==> src/rtl/zbb_bitcnt_pkg.sv <==
// Shared types for the Zbb bit-count unit (CLZ/CTZ/CPOP).
// Optional feature macro used by the top: ZBB_BITCNT_EARLY_EXIT_EN.
package zbb_bitcnt_pkg;

  // Integer datapath width of the core.
  localparam int RISCV_ARCH = 64;

  // Chunk counter covers up to RISCV_ARCH chunks (CHUNK_BITS=1).
  localparam int CNT_W = $clog2(RISCV_ARCH) + 1;
  // A count of RISCV_ARCH needs one more bit than its index range.
  localparam int ACC_W = $clog2(RISCV_ARCH) + 1;

  // Bit positions inside the one-hot mode vector.
  localparam int BITCNT_CLZ  = 0;
  localparam int BITCNT_CTZ  = 1;
  localparam int BITCNT_CPOP = 2;

  typedef enum logic [1:0] {
    IDLE = 2'd0,
    BUSY = 2'd1,
    DONE = 2'd2
  } state_e;

  typedef struct packed {
    state_e                  state;
    logic [2:0]              mode;
    logic                    rv32;
    logic [RISCV_ARCH-1:0]   scan;
    logic [CNT_W-1:0]        cnt;
    logic [ACC_W-1:0]        acc;
    logic                    found;
    logic [RISCV_ARCH-1:0]   res;
    logic                    valid;
  } zbb_bitcnt_registers;

  localparam zbb_bitcnt_registers zbb_bitcnt_r_reset = '{
    state: IDLE,
    mode:  3'b000,
    rv32:  1'b0,
    scan:  '0,
    cnt:   '0,
    acc:   '0,
    found: 1'b0,
    res:   '0,
    valid: 1'b0
  };

  // Reverse the operand within its active width so CLZ can be scanned LSB-first.
  function automatic logic [RISCV_ARCH-1:0] bit_reverse(input logic [RISCV_ARCH-1:0] a,
                                                         input logic w32);
    logic [RISCV_ARCH-1:0] rev;
    rev = '0;
    if (w32) begin
      for (int i = 0; i < 32; i++) rev[i] = a[31-i];
    end else begin
      for (int i = 0; i < RISCV_ARCH; i++) rev[i] = a[RISCV_ARCH-1-i];
    end
    return rev;
  endfunction

endpackage

==> src/rtl/zbb_bitcnt_chunk_count.sv <==
// Combinational per-chunk counters: trailing-zero count and population count.
// tz reports CHUNK_BITS for an all-zero chunk so it can be accumulated directly.
module zbb_chunk_count
  import zbb_bitcnt_pkg::*;
#(
  parameter int CHUNK_BITS = 8,
  localparam int CW = $clog2(CHUNK_BITS) + 1
) (
  input  logic [CHUNK_BITS-1:0] chunk,
  output logic [CW-1:0]         tz,
  output logic [CW-1:0]         pop
);

  // Lowest set bit wins because the scan runs from the top down.
  always_comb begin
    tz = CW'(CHUNK_BITS);
    for (int i = CHUNK_BITS - 1; i >= 0; i--) begin
      if (chunk[i]) tz = CW'(i);
    end
  end

  // Straight sum of the chunk's bits.
  always_comb begin
    pop = '0;
    for (int i = 0; i < CHUNK_BITS; i++) begin
      pop = pop + CW'(chunk[i]);
    end
  end

endmodule

==> src/rtl/zbb_bitcnt.sv <==
// Multi-cycle Zbb bit-count unit: CLZ/CTZ/CPOP and their W variants.
// The operand is scanned LSB-first, CHUNK_BITS per busy cycle; CLZ is turned
// into a trailing-zero scan by bit-reversing the operand at capture.
// Optional macro ZBB_BITCNT_EARLY_EXIT_EN: CLZ/CTZ finish on the first nonzero chunk.
module zbb_bitcnt
  import zbb_bitcnt_pkg::*;
#(
  parameter int CHUNK_BITS = 8
) (
  input  logic                  i_clk,
  input  logic                  i_nrst,
  input  logic                  i_ena,
  input  logic [2:0]            i_mode,
  input  logic                  i_rv32,
  input  logic [RISCV_ARCH-1:0] i_a1,
  output logic [RISCV_ARCH-1:0] o_res,
  output logic                  o_valid,
  output logic                  o_busy
);

  localparam int CW = $clog2(CHUNK_BITS) + 1;
  localparam logic [CNT_W-1:0] CHUNKS_64 = CNT_W'(RISCV_ARCH / CHUNK_BITS);
  localparam logic [CNT_W-1:0] CHUNKS_32 = CNT_W'(32 / CHUNK_BITS);

  zbb_bitcnt_registers r;
  zbb_bitcnt_registers v;

  logic [CHUNK_BITS-1:0] chunk;
  logic [CW-1:0]         chunk_tz;
  logic [CW-1:0]         chunk_pop;
  logic [ACC_W-1:0]      acc_next;
  logic                  found_next;
  logic                  last;
  logic                  tz_mode;
  logic [RISCV_ARCH-1:0] operand;

  zbb_chunk_count #(
    .CHUNK_BITS(CHUNK_BITS)
  ) u_chunk (
    .chunk(chunk),
    .tz   (chunk_tz),
    .pop  (chunk_pop)
  );

  // Next-state computation: capture, per-chunk accumulation and result publish.
  always_comb begin
    v          = r;
    v.valid    = 1'b0;
    chunk      = r.scan[CHUNK_BITS-1:0];
    acc_next   = r.acc;
    found_next = r.found;
    last       = 1'b0;
    tz_mode    = r.mode[BITCNT_CLZ] | r.mode[BITCNT_CTZ];
    operand    = i_rv32 ? {{(RISCV_ARCH-32){1'b0}}, i_a1[31:0]} : i_a1;

    case (r.state)
      IDLE, DONE: begin
        v.state = IDLE;
        if (i_ena) begin
          v.state = BUSY;
          v.mode  = i_mode;
          v.rv32  = i_rv32;
          v.scan  = i_mode[BITCNT_CLZ] ? bit_reverse(operand, i_rv32) : operand;
          v.cnt   = i_rv32 ? CHUNKS_32 : CHUNKS_64;
          v.acc   = '0;
          v.found = 1'b0;
        end
      end
      BUSY: begin
        if (r.mode[BITCNT_CPOP]) begin
          acc_next = r.acc + ACC_W'(chunk_pop);
        end else if (!r.found) begin
          acc_next   = r.acc + ACC_W'(chunk_tz);
          found_next = |chunk;
        end
        last = (r.cnt == CNT_W'(1));
`ifdef ZBB_BITCNT_EARLY_EXIT_EN
        if (!r.mode[BITCNT_CPOP] && !r.found && (|chunk)) last = 1'b1;
`endif
        v.scan  = r.scan >> CHUNK_BITS;
        v.cnt   = r.cnt - CNT_W'(1);
        v.acc   = acc_next;
        v.found = found_next;
        if (last) begin
          v.state = DONE;
          v.valid = 1'b1;
          v.res   = RISCV_ARCH'(acc_next);
          // An all-zero operand reports its width directly.
          if (tz_mode && !found_next) begin
            v.res = r.rv32 ? RISCV_ARCH'(32) : RISCV_ARCH'(RISCV_ARCH);
          end
        end
      end
      default: v.state = IDLE;
    endcase
  end

  // Register bank with asynchronous active-low reset.
  always_ff @(posedge i_clk or negedge i_nrst) begin
    if (!i_nrst) r <= zbb_bitcnt_r_reset;
    else         r <= v;
  end

  assign o_res   = r.res;
  assign o_valid = r.valid;
  assign o_busy  = (r.state == BUSY);

endmodule

==> config.mk <==
export PLATFORM = sky130hd
export DESIGN_NAME = zbb_bitcnt
export DESIGN_NICKNAME = d
export VERILOG_FILES = /design/src/rtl/zbb_bitcnt_pkg.sv /design/src/rtl/zbb_bitcnt_chunk_count.sv /design/src/rtl/zbb_bitcnt.sv
export SDC_FILE = /design/constraint.sdc
export NUM_CORES = 1
export LEC_CHECK = 0
export CORE_ASPECT_RATIO = 2
export CORE_MARGIN = 3
export CORE_UTILIZATION = 46
export DETAILED_ROUTE_END_ITERATION = 10
export PLACE_DENSITY_LB_ADDON = 0.12
export SETUP_SLACK_MARGIN = 0.2
export SKIP_LAST_GASP = 1
export SYNTH_ARGS = -nofsm -noshare
export SYNTH_HDL_FRONTEND = slang
export SYNTH_SLANG_ARGS = --single-unit
export TNS_END_PERCENT = 50
==> constraint.sdc <==
create_clock -name i_clk -period 4.1 [get_ports i_clk]
set_clock_uncertainty 0.2 [all_clocks]
set_input_delay 0.82 -clock i_clk [delete_from_list [all_inputs] [get_ports i_clk]]
set_output_delay 0.82 -clock i_clk [all_outputs]
set_load 0.05 [all_outputs]
==> flow_summary_export.csv, run 1 <==
group,metric,value,unit
critical_path,startpoint_type,"flop",
layout,ff_latch_area,0.00233,mm^2
synthesis,syn_avg_cell_area,9.21,um^2
drt,drt_wl_total,15.1,mm
critical_path,r2r-end,"o_res[6]",
floorplan,start_util,47.8,%
clock_tree,clkTransAtPathRegs,60,ps
placed_design,dp_hpwl,11.5,mm
critical_path,cp-end-kind,"flop",
placed_design,gp_congestion,0.828,
floorplan,die_area,0.0143,mm^2
global_route,grt_max_degree,70,
drt,wl_per_cell,17.8,um
worst_hold_path,hp-class,"reg -> reg",
floorplan,io_pins,137,
layout,num-fill-cells,1127,
layout,drive_gt1_share,7.82,%
layout,syn_to_final_growth,18.1,%
clock_tree,postCtsHoldBufs,0,
drt,ant_nets,0,
synthesis,synth-seq-cells,93,
clock_tree,cts.sinks,93,
layout,final_common_cell,"dfrtp_1",
drt,via_per_inst,5.59,
synthesis,postSynth.asyncResetShare,100,%
power_and_ir_drop,powerDensity,329,mW/mm^2
power_and_ir_drop,vdd_drop_max,0.274,mV
critical_path,cp.required,4130,ps
timing,final_hold_viol_count,0,
drt,vias,4751,
synthesis,synth-edff-count,0,
global_route,grt.total_usage,21.3,%
placed_design,place_ws,-156,ps
floorplan,rows,57,
power_and_ir_drop,p_leak,3.29,nW
status,status,"finished with violations",
synthesis,ys.flop_type,"dfrtp_1",
clock_tree,numCtsBuffers,9,
timing,slew_headroom,41.5,%
critical_path,crit_end,"o_res[6]",
critical_path,cp_cell_sequence,"inv_1 -> ha_1 -> inv_1 -> fa_1 -> fa_1 -> fa_2 -> fa_2 -> inv_4 -> fa_2 -> nand3_2 -> and3_4 -> a2111oi_4 -> or3_1 -> a22o_1",
drt,first_pass_iters,4,
layout,fin_util,56.4,%
timing,layout_setup_ws,-96.4,ps
critical_path,arrival,4220,ps
timing,worst_pin_slew,877,ps
critical_path,crit_slowest_cell,"fa_2",
layout,layout_common_cells,"93 x dfrtp_1, 88 x o21ai_0, 76 x clkdlybuf4s50_1",
synthesis,synth_cell_types,47,
drt,remaining_drc_errors,0,
clock_tree,cts_buffer_depth,2,
critical_path,worst_path_largest_cell_delay,560,ps
floorplan,coreArea,0.0123,mm^2
critical_path,crit_start,"chunk[0]",
synthesis,syn_inst,640,
layout,diodes,0,
global_route,grt_pass1_wl,24.0,mm
run,drv_cap,0,
critical_path,path_common_cell,"fa_2",
global_route,grt_pass1_vias,4850,
global_route,overflow,0,
drt,drt_iter0_drc,266,
critical_path,r2r_slack,-100,ps
timing,rsz0062_at_grt,"true",
placed_design,portBuffers,79,
synthesis,yosys_warnings,0,
layout,multi_input_area,0.00311,mm^2
critical_path,path_class,"reg -> reg",
clock_tree,htree_levels,3,
timing,fin_crit_sh,102,%
global_route,antenna_found_initial,0,
synthesis,synthesis.area,0.00590,mm^2
timing,clock.fmax,0.238,GHz
critical_path,cp_max_fo,2,
clock_tree,clk_latency,340,ps
timing,final_max_slew_viol_count,0,
timing,period_minus_slack,4200,ps
layout,final_nets,790,
floorplan,die_width,86.1,um
critical_path,timing.rr.start,"chunk[0]",
critical_path,reg2reg_depth,14,
clock_tree,cts_tree,"built",
floorplan,die_y,166,um
status,violations,"setup timing",
clock_tree,cts_root_buffer,"clkbuf_16",
synthesis,ys_seq_area_share,39.5,%
timing,setup_viol,2,
## stage by stage
stage | hold WS, ps | area [um^2] | total power, mW | instances | TNS (ps)
after global routing | 316 | 6960 | 2.39 | 850 | -909
after global placement | 263 | 6610 | 1.45 | 833 | -77.0
after detailed placement | 273 | 6610 | 1.46 | 833 | -448
final | 281 | 6960 | 2.29 | 850 | -109
after floorplan | 246 | 6140 | 1.33 | 696 | -49.4
after CTS | 286 | 6940 | 2.30 | 850 | -76.3
## power breakdown
group	internal, mW	switching (mW)	total, mW
registers	0.946	0.0456	0.991
logic	0.171	0.302	0.473
clock network	0.485	0.342	0.827
## worst min-delay path by stage
stage | start | endpoint | depth (start not counted)
6_report | o_res[1] | o_res[1] | 2
5_1_grt | r[139] | r[139] | 2
2_1_floorplan | r[146] | r[146] | 2
3_5_place_dp | r[146] | r[146] | 2
3_3_place_gp | r[146] | r[146] | 2
4_1_cts | r[79] | r[79] | 1
## repair_timing
action,CTS,global route
setup endpoints to repair,12,12
pin swaps,6,2
setup buffers,2,0
endpoints found under the hold margin,0,0
resized for setup,7,8
## registers in the layout, indices dropped and copies added (netlist names)
signal,flops
o_valid,1
chunk,8
o_res,7
r,77
## Yosys cell counts (2+ instances only)
master | count | area, um^2
nor2_1 | 42 | 158
o21ai_0 | 94 | 470
buf_2 | 11 | 55.1
dfrtp_1 | 93 | 2330
a211oi_1 | 3 | 22.5
xor2_1 | 3 | 26.3
and3_1 | 4 | 25.0
clkbuf_1 | 29 | 109
a211o_1 | 3 | 26.3
nand2_1 | 69 | 259
nand2b_1 | 5 | 31.3
o211ai_1 | 2 | 15.0
a21oi_1 | 9 | 45.0
a221o_1 | 24 | 240
xnor2_1 | 2 | 17.5
a22oi_1 | 32 | 240
buf_4 | 64 | 480
mux2i_1 | 67 | 671
or3_1 | 2 | 12.5
nor2b_1 | 2 | 12.5
o311ai_1 | 2 | 17.5
nand3_1 | 7 | 35.0
fa_1 | 6 | 120
ha_1 | 14 | 175
inv_1 | 27 | 101
o21bai_1 | 3 | 22.5
## worst max-delay path, delay by kind of cell (launching register included)
kind / cells / cell delay, ps
buffers and inverters: 3 / 140
adder cells (fa/ha/maj): 6 / 2540
AND/OR/NAND/NOR: 3 / 610
AO/OA/AOI/OAI: 2 / 230
flip-flops: 1 / 350
## per-layer routing
| metal | part of all wire, % | global-route usage (%) | vias up |
|---|---|---|---|
| li1 | - | - | 2271 |
| met4 | 4.6 | 11.0 | 0 |
| met3 | 3.7 | 2.33 | 42 |
| met2 | 56 | 39.3 | 149 |
| met1 | 36 | 23.1 | 2289 |
| met5 | 0 | 0 | - |
## cell type report
type | count | share of cell area, %
Inverter | 27 | 1.49
Timing Repair Buffer | 97 | 13.6
Sequential cell | 93 | 33.4
Clock buffer | 11 | 3.49
Tap cell | 147 | 2.64
Clock inverter | 4 | 0.701
Multi-Input combinational cell | 471 | 44.6
## cells by family after synthesis
family	after synthesis	share of synthesized area, %
multiplexers	68	11.6
AND/OR/NAND/NOR	137	10.1
buffers and inverters	132	12.7
other	1	0.0636
XOR/XNOR	5	0.743
adder cells (fa/ha/maj)	20	5.01
AO/OA/AOI/OAI	184	20.4
flip-flops	93	39.5
No activity file was read; power rests on OpenSTA's default activity.
==> run 2: changes to the inputs <==
==> constraint.sdc (replaced) <==
create_clock -name i_clk -period 4.1 [get_ports i_clk]
set_clock_uncertainty 0.2 [all_clocks]
set_input_delay 0.82 -clock i_clk [delete_from_list [all_inputs] [get_ports i_clk]]
set_output_delay 0.82 -clock i_clk [all_outputs]
set_load 0.1 [all_outputs]
==> flow_summary_export.csv, run 2 (synthesis gave the netlist of run 1 again) <==
group,metric,value,unit
status,status,"finished with violations",
status,violations,"setup timing",
drt,drt_iter0_drc,180,
layout,largest_register_ffs,77,
global_route,grt_max_degree,90,
power_and_ir_drop,seqPwrFrac,40.7,%
power_and_ir_drop,powerDensity,348,mW/mm^2
critical_path,path_class,"reg -> reg",
critical_path,arrival,4180,ps
layout,final_common_cell,"dfrtp_1",
critical_path,cp_cell_sequence,"inv_1 -> ha_1 -> inv_1 -> fa_1 -> fa_1 -> fa_2 -> fa_2 -> inv_2 -> fa_2 -> nand3_2 -> and3_4 -> a2111oi_2 -> or3_1 -> a22o_1",
global_route,grt.total_usage,21.4,%
power_and_ir_drop,vdd_drop_max,0.261,mV
timing,fin_crit_sh,101,%
floorplan,io_pins,137,
timing,slew_headroom,34.6,%
drt,via_per_inst,5.63,
timing,period_minus_slack,4150,ps
global_route,grt_pass1_vias,4829,
layout,drive_gt1_share,7.97,%
critical_path,cp_max_fo,2,
clock_tree,cts_buffer_depth,2,
timing,hold_slack,280,ps
critical_path,cp.required,4120,ps
critical_path,crit_slowest_cell,"fa_2",
layout,largest-register,"r",
timing,worst_pin_slew,978,ps
floorplan,die_area,0.0143,mm^2
global_route,antenna_found_initial,0,
run,drv_cap,0,
global_route,grt_pass1_wl,24.0,mm
drt,first_pass_iters,5,
floorplan,rows,57,
clock_tree,htree_levels,3,
clock_tree,clk_latency,330,ps
critical_path,path_common_cell,"fa_2",
drt,vias,4787,
drt,drt_wl_total,15.4,mm
clock_tree,cts.sinks,93,
layout,final_nets,789,
drt,wl_met2,8.78,mm
floorplan,coreArea,0.0123,mm^2
power_and_ir_drop,power.internal,1.63,mW
timing,final_max_slew_viol_count,0,
power_and_ir_drop,p_leak,3.30,nW
timing,layout_setup_ws,-54.9,ps
drt,met1_length,5.21,mm
drt,wl_met3,598,um
clock_tree,cts_root_buffer,"clkbuf_16",
timing,clock.fmax,0.241,GHz
timing,setup_viol,2,
floorplan,die_width,86.1,um
critical_path,cp-end-kind,"flop",
drt,wl_per_cell,18.2,um
timing,rsz0062_at_grt,"true",
placed_design,dp_hpwl,11.7,mm
placed_design,portBuffers,79,
critical_path,worst_path_largest_cell_delay,550,ps
power_and_ir_drop,p_clk_share,34.7,%
layout,num-fill-cells,1132,
power_and_ir_drop,power_switching_share,32.6,%
clock_tree,cts_tree,"built",
critical_path,crit_family,"adder cells",
power_and_ir_drop,combPwrFrac,24.5,%
global_route,overflow,0,
critical_path,startpoint_type,"flop",
floorplan,die_y,166,um
drt,top_layer,"met4",
layout,layout_common_cells,"93 x dfrtp_1, 89 x o21ai_0, 75 x clkdlybuf4s50_1",
clock_tree,numCtsBuffers,9,
timing,final_hold_viol_count,0,
drt,ant_nets,0,
critical_path,path_buf_inv,3,
floorplan,start_util,47.8,%
placed_design,gp_congestion,0.815,
clock_tree,clkTransAtPathRegs,70,ps
worst_hold_path,hp-class,"reg -> reg",
drt,remaining_drc_errors,0,
layout,syn_to_final_growth,18.2,%
power_and_ir_drop,switchingPower,0.791,mW
layout,diodes,0,
power_and_ir_drop,total_power,2.42,mW
## run 2: timing repair
item / in CTS / in global routing
hold endpoints to repair: 0 / 0
endpoints found under the setup margin: 12 / 12
resized for setup: 4 / 11
buffers inserted: 2 / 0
pin swaps: 6 / 3
gates cloned: 0 / 0
hold buffers: 0 / 0
## run 2: layout make-up
class	count	area (um^2)	share of cell area, %
Clock buffer	13	260	3.73
Clock inverter	3	43.8	0.628
Inverter	27	101	1.45
Multi-Input combinational cell	471	3130	44.9
Sequential cell	93	2330	33.4
Tap cell	147	184	2.64
Timing Repair Buffer	96	926	13.3
## run 2: path summary, 6_finish.rpt
path / startpoint / to / slack, ps / cells after the start
max: chunk[1] / o_res[6] / -50 / 14
min reg2reg: r[145] / r[145] / 280 / 2
min: r[145] / r[145] / 280 / 2
max reg2reg: chunk[1] / o_res[6] / -50 / 14
min in group asynchronous: i_nrst / r[67] / 390 / 1
max in group asynchronous: i_nrst / chunk[3] / 2580 / 2
## run 2: metal layers
layer / vias to the layer above / GRT usage (%)
li1: 2257 / -
met1: 2352 / 21.9
met2: 138 / 40.1
met3: 40 / 2.68
met4: 0 / 12.1
met5: - / 0
## run 2: power by group through the flow
stage | Clock (mW) | Combinational (mW) | Sequential, mW
6_report | 0.842 | 0.595 | 0.987
5_1_grt | 0.889 | 0.634 | 0.991
4_1_cts | 0.857 | 0.576 | 0.985
3_5_place_dp | 0 | 0.567 | 1.00
3_3_place_gp | 0 | 0.554 | 1.00
2_1_floorplan | 0 | 0.458 | 0.987
## run 2: through the flow
step	instances	setup slack, ps	setup TNS (ps)	util (%)	area (um^2)
5_1_grt	850	-136	-337	56.5	6970
2_1_floorplan	696	-49.4	-49.4	-	6140
6_report	850	-54.9	-75.1	56.5	6970
4_1_cts	850	-41.8	-49.7	56.1	6920
3_5_place_dp	832	-139	-300	53.4	6580
3_3_place_gp	832	-26.6	-43.3	53.4	6580
## run 2: worst register-to-register path, delay by kind of cell (launching register included)
family          cells  cell delay, ps
simple gates        3             600
compound gates      2             230
fa+ha+maj           6            2510
buf+inv             3             150
flops               1             350
==> run 3: changes to the inputs <==
--- a/config.mk
+++ b/config.mk
@@ -5,6 +5,7 @@
 export SDC_FILE = /design/constraint.sdc
 export NUM_CORES = 1
 export LEC_CHECK = 0
+export CAP_MARGIN = 20
 export CORE_ASPECT_RATIO = 2
 export CORE_MARGIN = 3
 export CORE_UTILIZATION = 46
==> results of run 3 <==
The final DEF is identical to that of run 2; final timing and power are the same.
